## src/rtl/comp_arbiter_if.sv

```systemverilog
// Requester-side bundle for comp_arbiter: operand pairs in, three-flag results out.
// The master modport is the requester side; the slave modport is the arbiter.
interface comp_arbiter_if #(
    parameter int unsigned WIDTH = 8,
    parameter int unsigned NREQ  = 4
);
    logic [NREQ-1:0]       req_valid;
    logic [NREQ-1:0]       req_ready;
    logic [NREQ*WIDTH-1:0] req_a;
    logic [NREQ*WIDTH-1:0] req_b;
    logic [NREQ-1:0]       rsp_valid;
    logic [NREQ-1:0]       rsp_ready;
    logic                  rsp_gr;
    logic                  rsp_eq;
    logic                  rsp_ls;

    modport master (
        output req_valid, req_a, req_b, rsp_ready,
        input  req_ready, rsp_valid, rsp_gr, rsp_eq, rsp_ls
    );

    modport slave (
        input  req_valid, req_a, req_b, rsp_ready,
        output req_ready, rsp_valid, rsp_gr, rsp_eq, rsp_ls
    );
endinterface

```

## src/rtl/comp_arbiter.sv

```systemverilog
// Round-robin time-sharing of one unsigned magnitude comparator among NREQ
// requesters; one operation in flight, registered gr/eq/ls result per grant.
module comp_arbiter #(
    parameter int unsigned WIDTH = 8,
    parameter int unsigned NREQ  = 4
) (
    input  logic           clk,
    input  logic           rst,
    comp_arbiter_if.slave  bus,
    output logic           busy
);
    localparam int unsigned IW = (NREQ > 1) ? $clog2(NREQ) : 1;

    typedef enum logic [1:0] {IDLE, CMP, RESP} state_t;

    state_t            state, state_nx;
    logic [IW-1:0]     rr_ptr, owner, grant;
    logic              grant_vld, own_rdy;
    logic [WIDTH-1:0]  op_a, op_b, cap_a, cap_b;
    logic              gr_q, eq_q, ls_q;
    logic [NREQ-1:0]   grant_sel, own_sel;
    int unsigned       idx;

    // Scan from rr_ptr upward with wrap; the first pending index wins.
    always_comb begin
        grant     = '0;
        grant_vld = 1'b0;
        idx       = 0;
        for (int unsigned k = 0; k < NREQ; k++) begin
            idx = 32'(rr_ptr) + k;
            if (idx >= NREQ) idx = idx - NREQ;
            for (int unsigned i = 0; i < NREQ; i++) begin
                if (!grant_vld && idx == i && bus.req_valid[i]) begin
                    grant     = IW'(i);
                    grant_vld = 1'b1;
                end
            end
        end
    end

    always_comb begin
        grant_sel = '0;
        own_sel   = '0;
        own_rdy   = 1'b0;
        cap_a     = '0;
        cap_b     = '0;
        for (int unsigned i = 0; i < NREQ; i++) begin
            if (grant == IW'(i)) begin
                grant_sel[i] = grant_vld;
                cap_a        = bus.req_a[i*WIDTH +: WIDTH];
                cap_b        = bus.req_b[i*WIDTH +: WIDTH];
            end
            if (owner == IW'(i)) begin
                own_sel[i] = 1'b1;
                own_rdy    = bus.rsp_ready[i];
            end
        end
    end

    always_ff @(posedge clk) begin
        if (rst) state <= IDLE;
        else     state <= state_nx;
    end

    always_comb begin
        state_nx      = state;
        bus.req_ready = '0;
        bus.rsp_valid = '0;
        case (state)
            IDLE: begin
                if (!rst) bus.req_ready = grant_sel;
                if (grant_vld) state_nx = CMP;
            end
            CMP:  state_nx = RESP;
            RESP: begin
                bus.rsp_valid = own_sel;
                if (own_rdy) state_nx = IDLE;
            end
            default: state_nx = IDLE;
        endcase
    end

    always_ff @(posedge clk) begin
        if (rst) begin
            rr_ptr <= '0;
            owner  <= '0;
            op_a   <= '0;
            op_b   <= '0;
            gr_q   <= 1'b0;
            eq_q   <= 1'b0;
            ls_q   <= 1'b0;
        end else begin
            case (state)
                IDLE: if (grant_vld) begin
                    op_a  <= cap_a;
                    op_b  <= cap_b;
                    owner <= grant;
                end
                CMP: begin
                    gr_q <= (op_a > op_b);
                    eq_q <= (op_a == op_b);
                    ls_q <= (op_a < op_b);
                end
                RESP: if (own_rdy) begin
                    rr_ptr <= (owner == IW'(NREQ - 1)) ? '0 : owner + 1'b1;
                end
                default: ;
            endcase
        end
    end

    assign bus.rsp_gr = gr_q;
    assign bus.rsp_eq = eq_q;
    assign bus.rsp_ls = ls_q;
    assign busy       = (state != IDLE);
endmodule
```

## src/flat_wrapper.sv

```systemverilog
// flat-port wrapper written by rule: the top's interface ports become plain ports
module comp_arbiter_flat 
#(
    parameter int unsigned WIDTH = 8,
    parameter int unsigned NREQ  = 4
)
  (clk, rst, busy, bus_req_valid, bus_req_a, bus_req_b, bus_rsp_ready, bus_req_ready, bus_rsp_valid, bus_rsp_gr, bus_rsp_eq, bus_rsp_ls);
  comp_arbiter_if #(.WIDTH(WIDTH), .NREQ(NREQ)) bus_i ();
  input  logic clk;
  input  logic rst;
  output logic busy;
  input wire logic [$bits(bus_i.req_valid)-1:0] bus_req_valid;
  input wire logic [$bits(bus_i.req_a)-1:0] bus_req_a;
  input wire logic [$bits(bus_i.req_b)-1:0] bus_req_b;
  input wire logic [$bits(bus_i.rsp_ready)-1:0] bus_rsp_ready;
  output wire logic [$bits(bus_i.req_ready)-1:0] bus_req_ready;
  output wire logic [$bits(bus_i.rsp_valid)-1:0] bus_rsp_valid;
  output wire logic [$bits(bus_i.rsp_gr)-1:0] bus_rsp_gr;
  output wire logic [$bits(bus_i.rsp_eq)-1:0] bus_rsp_eq;
  output wire logic [$bits(bus_i.rsp_ls)-1:0] bus_rsp_ls;
  assign bus_i.req_valid = bus_req_valid;
  assign bus_i.req_a = bus_req_a;
  assign bus_i.req_b = bus_req_b;
  assign bus_i.rsp_ready = bus_rsp_ready;
  assign bus_req_ready = bus_i.req_ready;
  assign bus_rsp_valid = bus_i.rsp_valid;
  assign bus_rsp_gr = bus_i.rsp_gr;
  assign bus_rsp_eq = bus_i.rsp_eq;
  assign bus_rsp_ls = bus_i.rsp_ls;
  comp_arbiter #(.WIDTH(WIDTH), .NREQ(NREQ)) u_core (.clk(clk), .rst(rst), .bus(bus_i), .busy(busy));
endmodule
```

## config.mk

```make
export PLATFORM = sky130hd
export DESIGN_NAME = comp_arbiter_flat
export DESIGN_NICKNAME = d
export VERILOG_FILES = /design/src/rtl/comp_arbiter_if.sv /design/src/rtl/comp_arbiter.sv /design/src/flat_wrapper.sv
export SDC_FILE = /design/constraint.sdc
export NUM_CORES = 1
export LEC_CHECK = 0
export CAP_MARGIN = 20
export CORE_AREA = 8 8 76 78
export DETAILED_ROUTE_END_ITERATION = 16
export DIE_AREA = 0 0 84 86
export DONT_BUFFER_PORTS = 1
export PLACE_DENSITY_LB_ADDON = 0.15
export SKIP_CTS_REPAIR_TIMING = 1
export SKIP_LAST_GASP = 1
export SYNTH_ARGS = -nofsm -noshare
export SYNTH_HDL_FRONTEND = slang
export SYNTH_SLANG_ARGS = --single-unit
```

## constraint.sdc

```tcl
create_clock -name clk -period 4.65 [get_ports clk]
set_input_delay 0.93 -clock clk [delete_from_list [all_inputs] [get_ports clk]]
set_output_delay 0.93 -clock clk [all_outputs]
set_load 0.01 [all_outputs]
```

==> results of run 1 <==
[through the flow]
stage,instances,utilization (%)
2_1_floorplan,228,-
3_3_place_gp,269,43.2
3_5_place_dp,269,43.2
4_1_cts,273,44.2
5_1_grt,273,44.2
6_report,273,44.2
[routing by layer]
layer | up-vias | GRT usage (%) | wire, µm
met3 | 2 | 7.20 | 531
met4 | 0 | 1.88 | 19
met1 | 735 | 15.6 | 2130
met5 | - | 0 | 0
li1 | 827 | - | -
met2 | 51 | 23.6 | 2520
[where the power goes]
group / leakage (µW) / internal, µW / switching (µW) / total (µW)
clock: 0.0000228 / 61.2 / 63.9 / 125
sequential: 0.000206 / 242 / 20.7 / 263
combinational: 0.000568 / 92.2 / 113 / 205
[how the worst max path moves through the flow]
| stage | slack (ns) | to |
|---|---|---|
| after global placement | 1.46 | bus_req_ready[2] |
| after global routing | 1.21 | bus_req_ready[2] |
| after CTS | 1.42 | bus_req_ready[0] |
| final | 1.41 | bus_req_ready[0] |
| after detailed placement | 1.42 | bus_req_ready[0] |
| after floorplan | 1.84 | bus_req_ready[0] |
[layout make-up]
cell class / instances / area share (%)
flip-flops and latches: 25 / 24.6
clock buffers: 4 / 2.22
inverters: 13 / 2.40
repair buffers: 2 / 0.739
well taps: 54 / 3.33
multi-input cells: 175 / 66.7
[registers in the layout, indices dropped and copies added (netlist names)]
| name | flops |
|---|---|
| u_core.bus.rsp_ls | 1 |
| u_core.bus.rsp_eq | 1 |
| u_core.op_a | 8 |
| u_core.rr_ptr | 2 |
| u_core.owner | 2 |
| u_core.bus.rsp_gr | 1 |
| u_core.op_b | 8 |
| u_core.state | 2 |
[cell usage after synthesis (6+ instances only)]
cell type | number | area, µm²
dfxtp_1 | 25 | 500
nand2_2 | 12 | 75.1
a21oi_1 | 7 | 35.0
ha_1 | 12 | 150
mux2i_1 | 20 | 200
nand2_1 | 7 | 26.3
inv_1 | 13 | 48.8
nand4_1 | 17 | 106
o31ai_1 | 15 | 113
nor2_1 | 13 | 48.8
o211ai_2 | 10 | 125
buf_2 | 6 | 30.0
a21o_1 | 16 | 120
[worst max-delay path, stage by stage]
cell,delay (ns)
nand2_2,0.05
nor2_1,0.76
nor3_4,0.28
nor2_1,0.29
[kinds of logic after synthesis]
kind of cell	Yosys count	share of synthesized area, %
AO/OA/AOI/OAI	69	27.7
adder cells (fa/ha/maj)	12	7.48
buffers and inverters	28	7.97
flip-flops	25	24.9
multiplexers	20	9.97
AND/OR/NAND/NOR	74	21.9
==> impl_metrics.toml, run 1 <==
[die]
die_area_um2 = 7220
core_area_um2 = 4600
die_h_um = 86
fp-row-count = 25
start_util_pct = 43.7
die_w_um = 84
io_pins = 86

[place]
port_buffers = 0
dp_slack_ns = 1.42
place_area_um2 = 1990
place_hpwl_um = 4200
gp_congestion = 0.758

[power]
power_density_nw_per_um2 = 292
ir_drop_mv = 0.199
leakagePower_uw = 0.000796
power_uw = 593

[sta]
fmax_ghz = 0.309
whs_ns = 0.475
hold_viol = 0
rsz0062_at_grt = "no"
fin_setup_tns_ns = 0
skew_ns = 0.00194
finalCritPeriodShare_pct = 69.6
slew_headroom_pct = 33.5
setup_viol = 0
tightest_slew_ns = 0.994
finalMaxSlewViolations = 0
setup_slack_ns = 1.41
min_period_ns = 3.24

[detailed_routing]
post_drt_wl_per_cell_um = 19.1
first_pass_iters = 3
vias = 1615
totalWireLength_um = 5200
route.detailed.drc = 0
vias_per_cell = 5.92
drtAntennaViolNets = 0
drt_iter0_markers = 54

[global_route]
grt_pass1_vias = 1681
grt_use_total_pct = 14.0
grt_pass1_wl_um = 8350
gr-total-overflow = 0
antenna_found_initial = 0
grt_max_degree = 19

[final_layout]
multiInputGateArea_um2 = 1350
area_growth_pct = 1.12
design_area_um2 = 2030
n_antenna_cell = 0
drive_above_1_share_pct = 17.4
register_area_um2 = 500
layout_common_cells = "dfxtp_1, mux2i_1, nand4_1"
final_common_cell = "dfxtp_1"
fillers = 484
fin_nets = 306

[yosys]
ys_async_sr_fraction_pct = 0
syn_avg_cell_area_um2 = 8.81
synthCells = 228
syn-cell-area_um2 = 2010
synthesis.nets = 314
ys_ff_latch = 25
synth_cell_type_count = 45
synth_flop_cell = "dfxtp_1"
synth_seq_area_share_pct = 24.9
yosys_warnings = 0
synth_edf_count = 0

[setup_path]
r2r_slack_ns = 2.30
crit_start = "bus_req_valid[0]"
path_class = "in2out"
arrival_ns = 2.31
cp.required_ns = 3.72
rr_endpoint = "u_core.op_b[3]$_SDFFE_PP0P_"
r2r_start = "u_core.rr_ptr[1]$_SDFFE_PP0P_"
end_kind = "primary output"
critPathMaxFanout = 16
rr_worst_depth = 6
startpoint_type = "primary input"

[clock_tree]
cts_max_level = 1
cts_root_buffer = "clkbuf_8"
cts_buffers = 3
tritoncts = "built"
clkSinkCount = 25
cts_buffer_depth = 2
path_clk_slew_ns = 0.08
insertion_delay_ns = 0.26

[min_path]
hold_class = "reg2reg"
holdPathStages = 2
whs_endpoint = "u_core.op_b[2]$_SDFFE_PP0P_"
holdCritStartpoint = "u_core.op_b[2]$_SDFFE_PP0P_"

[run_status]
status = "completed"

[flow_run]
drv_cap = 0
(Power assumes the default switching activity.)
==> run 2: changes to the inputs <==
clock period = 3.05 ns   (was 4.65 ns; I/O delays follow)
==> run 2 against run 1 <==
  * First-iteration DRC count fell by 7.4%
  * Via count decreased by 0.12%
  * Highest routed layer unchanged
  * Register-to-register slack worse by 1.5 ns
  * Clock power grew 56%
  * Final cell count rose by 1.5%
  * Core utilization up 0.68 points
==> impl_metrics.toml, run 2 (synthesis gave the netlist of run 1 again) <==
[die]
start_util_pct = 43.7
die_area_um2 = 7220
core_area_um2 = 4600
die_h_um = 86
fp-row-count = 25
die_w_um = 84
io_pins = 86

[setup_path]
crit_chain = "mux2i_1, nor2_2, buf_4, nor3_4, nor2_1"
critPathMaxFanout = 16
r2r_start = "u_core.rr_ptr[1]$_SDFFE_PP0P_"
max_stage_delay_ns = 0.51
startpoint_type = "flop"
arrival_ns = 1.92
r2r_slack_ns = 0.78
path_class = "reg2out"
rr_endpoint = "u_core.op_b[1]$_SDFFE_PP0P_"
crit_slowest_cell = "nor3_4"
rr_worst_depth = 7
cp.required_ns = 2.44
end_kind = "primary output"

[sta]
min_period_ns = 2.53
finalCritPeriodShare_pct = 82.9
rsz0062_at_grt = "no"
skew_ns = 0.00895
setup_viol = 0
hold_viol = 0
tightest_slew_ns = 0.745
fmax_ghz = 0.396
finalMaxSlewViolations = 0
slew_headroom_pct = 50.4
fin_setup_tns_ns = 0

[run_status]
status = "completed"

[final_layout]
area_growth_pct = 2.68
n_antenna_cell = 0
layout_common_cells = "dfxtp_1, mux2i_1, nand4_1"
top_regs = "u_core.op_a: 8 flops, u_core.op_b: 8 flops"
multiInputGateArea_um2 = 1350
finalNonFillerCells = 277
fin_nets = 310
final_common_cell = "dfxtp_1"
fillers = 466
register_area_um2 = 500
drive_above_1_share_pct = 19.3

[clock_tree]
tritoncts = "built"
path_clk_slew_ns = 0.09
insertion_delay_ns = 0.27
cts_buffers = 3
cts_max_level = 1
clkSinkCount = 25
cts_buffer_depth = 2
cts_root_buffer = "clkbuf_8"

[global_route]
grt_max_degree = 19
gr-total-overflow = 0
antenna_found_initial = 0
grt_pass1_vias = 1690
grt_use_total_pct = 14.0
grt_pass1_wl_um = 8360

[place]
gp_congestion = 0.772
dpl.cell_count = 273
port_buffers = 0
place_hpwl_um = 4280

[detailed_routing]
totalWireLength_um = 5170
route.detailed.drc = 0
drt_iter0_markers = 50
first_pass_iters = 4
vias = 1613
post_drt_wl_per_cell_um = 18.7
vias_per_cell = 5.82
drtAntennaViolNets = 0

[min_path]
hold_class = "in2reg"
whs_endpoint = "u_core.rr_ptr[0]$_SDFFE_PP0P_"
holdCritStartpoint = "rst"
holdPathStages = 1

[flow_run]
drv_cap = 0

[power]
leakagePower_uw = 0.000818
ir_drop_mv = 0.288
power_density_nw_per_um2 = 442
[run 2: cell count changes in the layout (fill, tap and decap cells not counted), sizes merged]
cell    before  now
buf          2    6
clkinv       0    1
clkbuf       4    3
[run 2: worst max-delay path by stage]
stage	slack, ns	cells past startpoint	start	to
final	0.52	5	u_core.rr_ptr[1]$_SDFFE_PP0P_	bus_req_ready[2]
after global routing	0.33	5	u_core.rr_ptr[1]$_SDFFE_PP0P_	bus_req_ready[2]
after CTS	0.49	5	u_core.rr_ptr[1]$_SDFFE_PP0P_	bus_req_ready[2]
after detailed placement	0.66	7	bus_req_valid[2]	u_core.op_b[1]$_SDFFE_PP0P_
after global placement	0.69	7	bus_req_valid[2]	u_core.op_a[6]$_SDFFE_PP0P_
after floorplan	0.88	5	bus_req_valid[2]	bus_req_ready[0]
[run 2: stage by stage]
stage                     util [%]  area, µm²  setup slack [ns]  hold WS, ns  power, µW
after detailed placement      43.8       2020             0.664        0.457        728
after floorplan                  -       2010             0.880        0.435        678
final                         44.8       2060             0.522        0.394        911
after global routing          44.8       2060             0.335        0.381        984
after CTS                     44.8       2060             0.489        0.388        923
after global placement        43.8       2020             0.687        0.457        723
[run 2: critical path: cells and delay by family (launching register included)]
family,cells,cell delay [ns]
flip-flops,1,0.44
multiplexers,1,0.27
AND/OR/NAND/NOR,3,0.73
buffers and inverters,1,0.19
[run 2: final cells by class]
cell class / instances / area share [%]
clock buffers: 3 / 2.00
clock inverters: 1 / 0.243
inverters: 13 / 2.37
multi-input cells: 175 / 65.7
flip-flops and latches: 25 / 24.3
well taps: 54 / 3.28
repair buffers: 6 / 2.18
[run 2: layer usage]
layer,share of wire [%],GRT usage (%),up-vias
met1,41,15.3,710
met3,10,6.45,2
met5,0,0,-
met2,49,24.8,66
met4,0.19,1.41,0
li1,-,-,835
[run 2: power by group]
part	internal, µW	switching [µW]
clock network	91.3	104
logic	143	172
registers	369	31.4
total	603	308
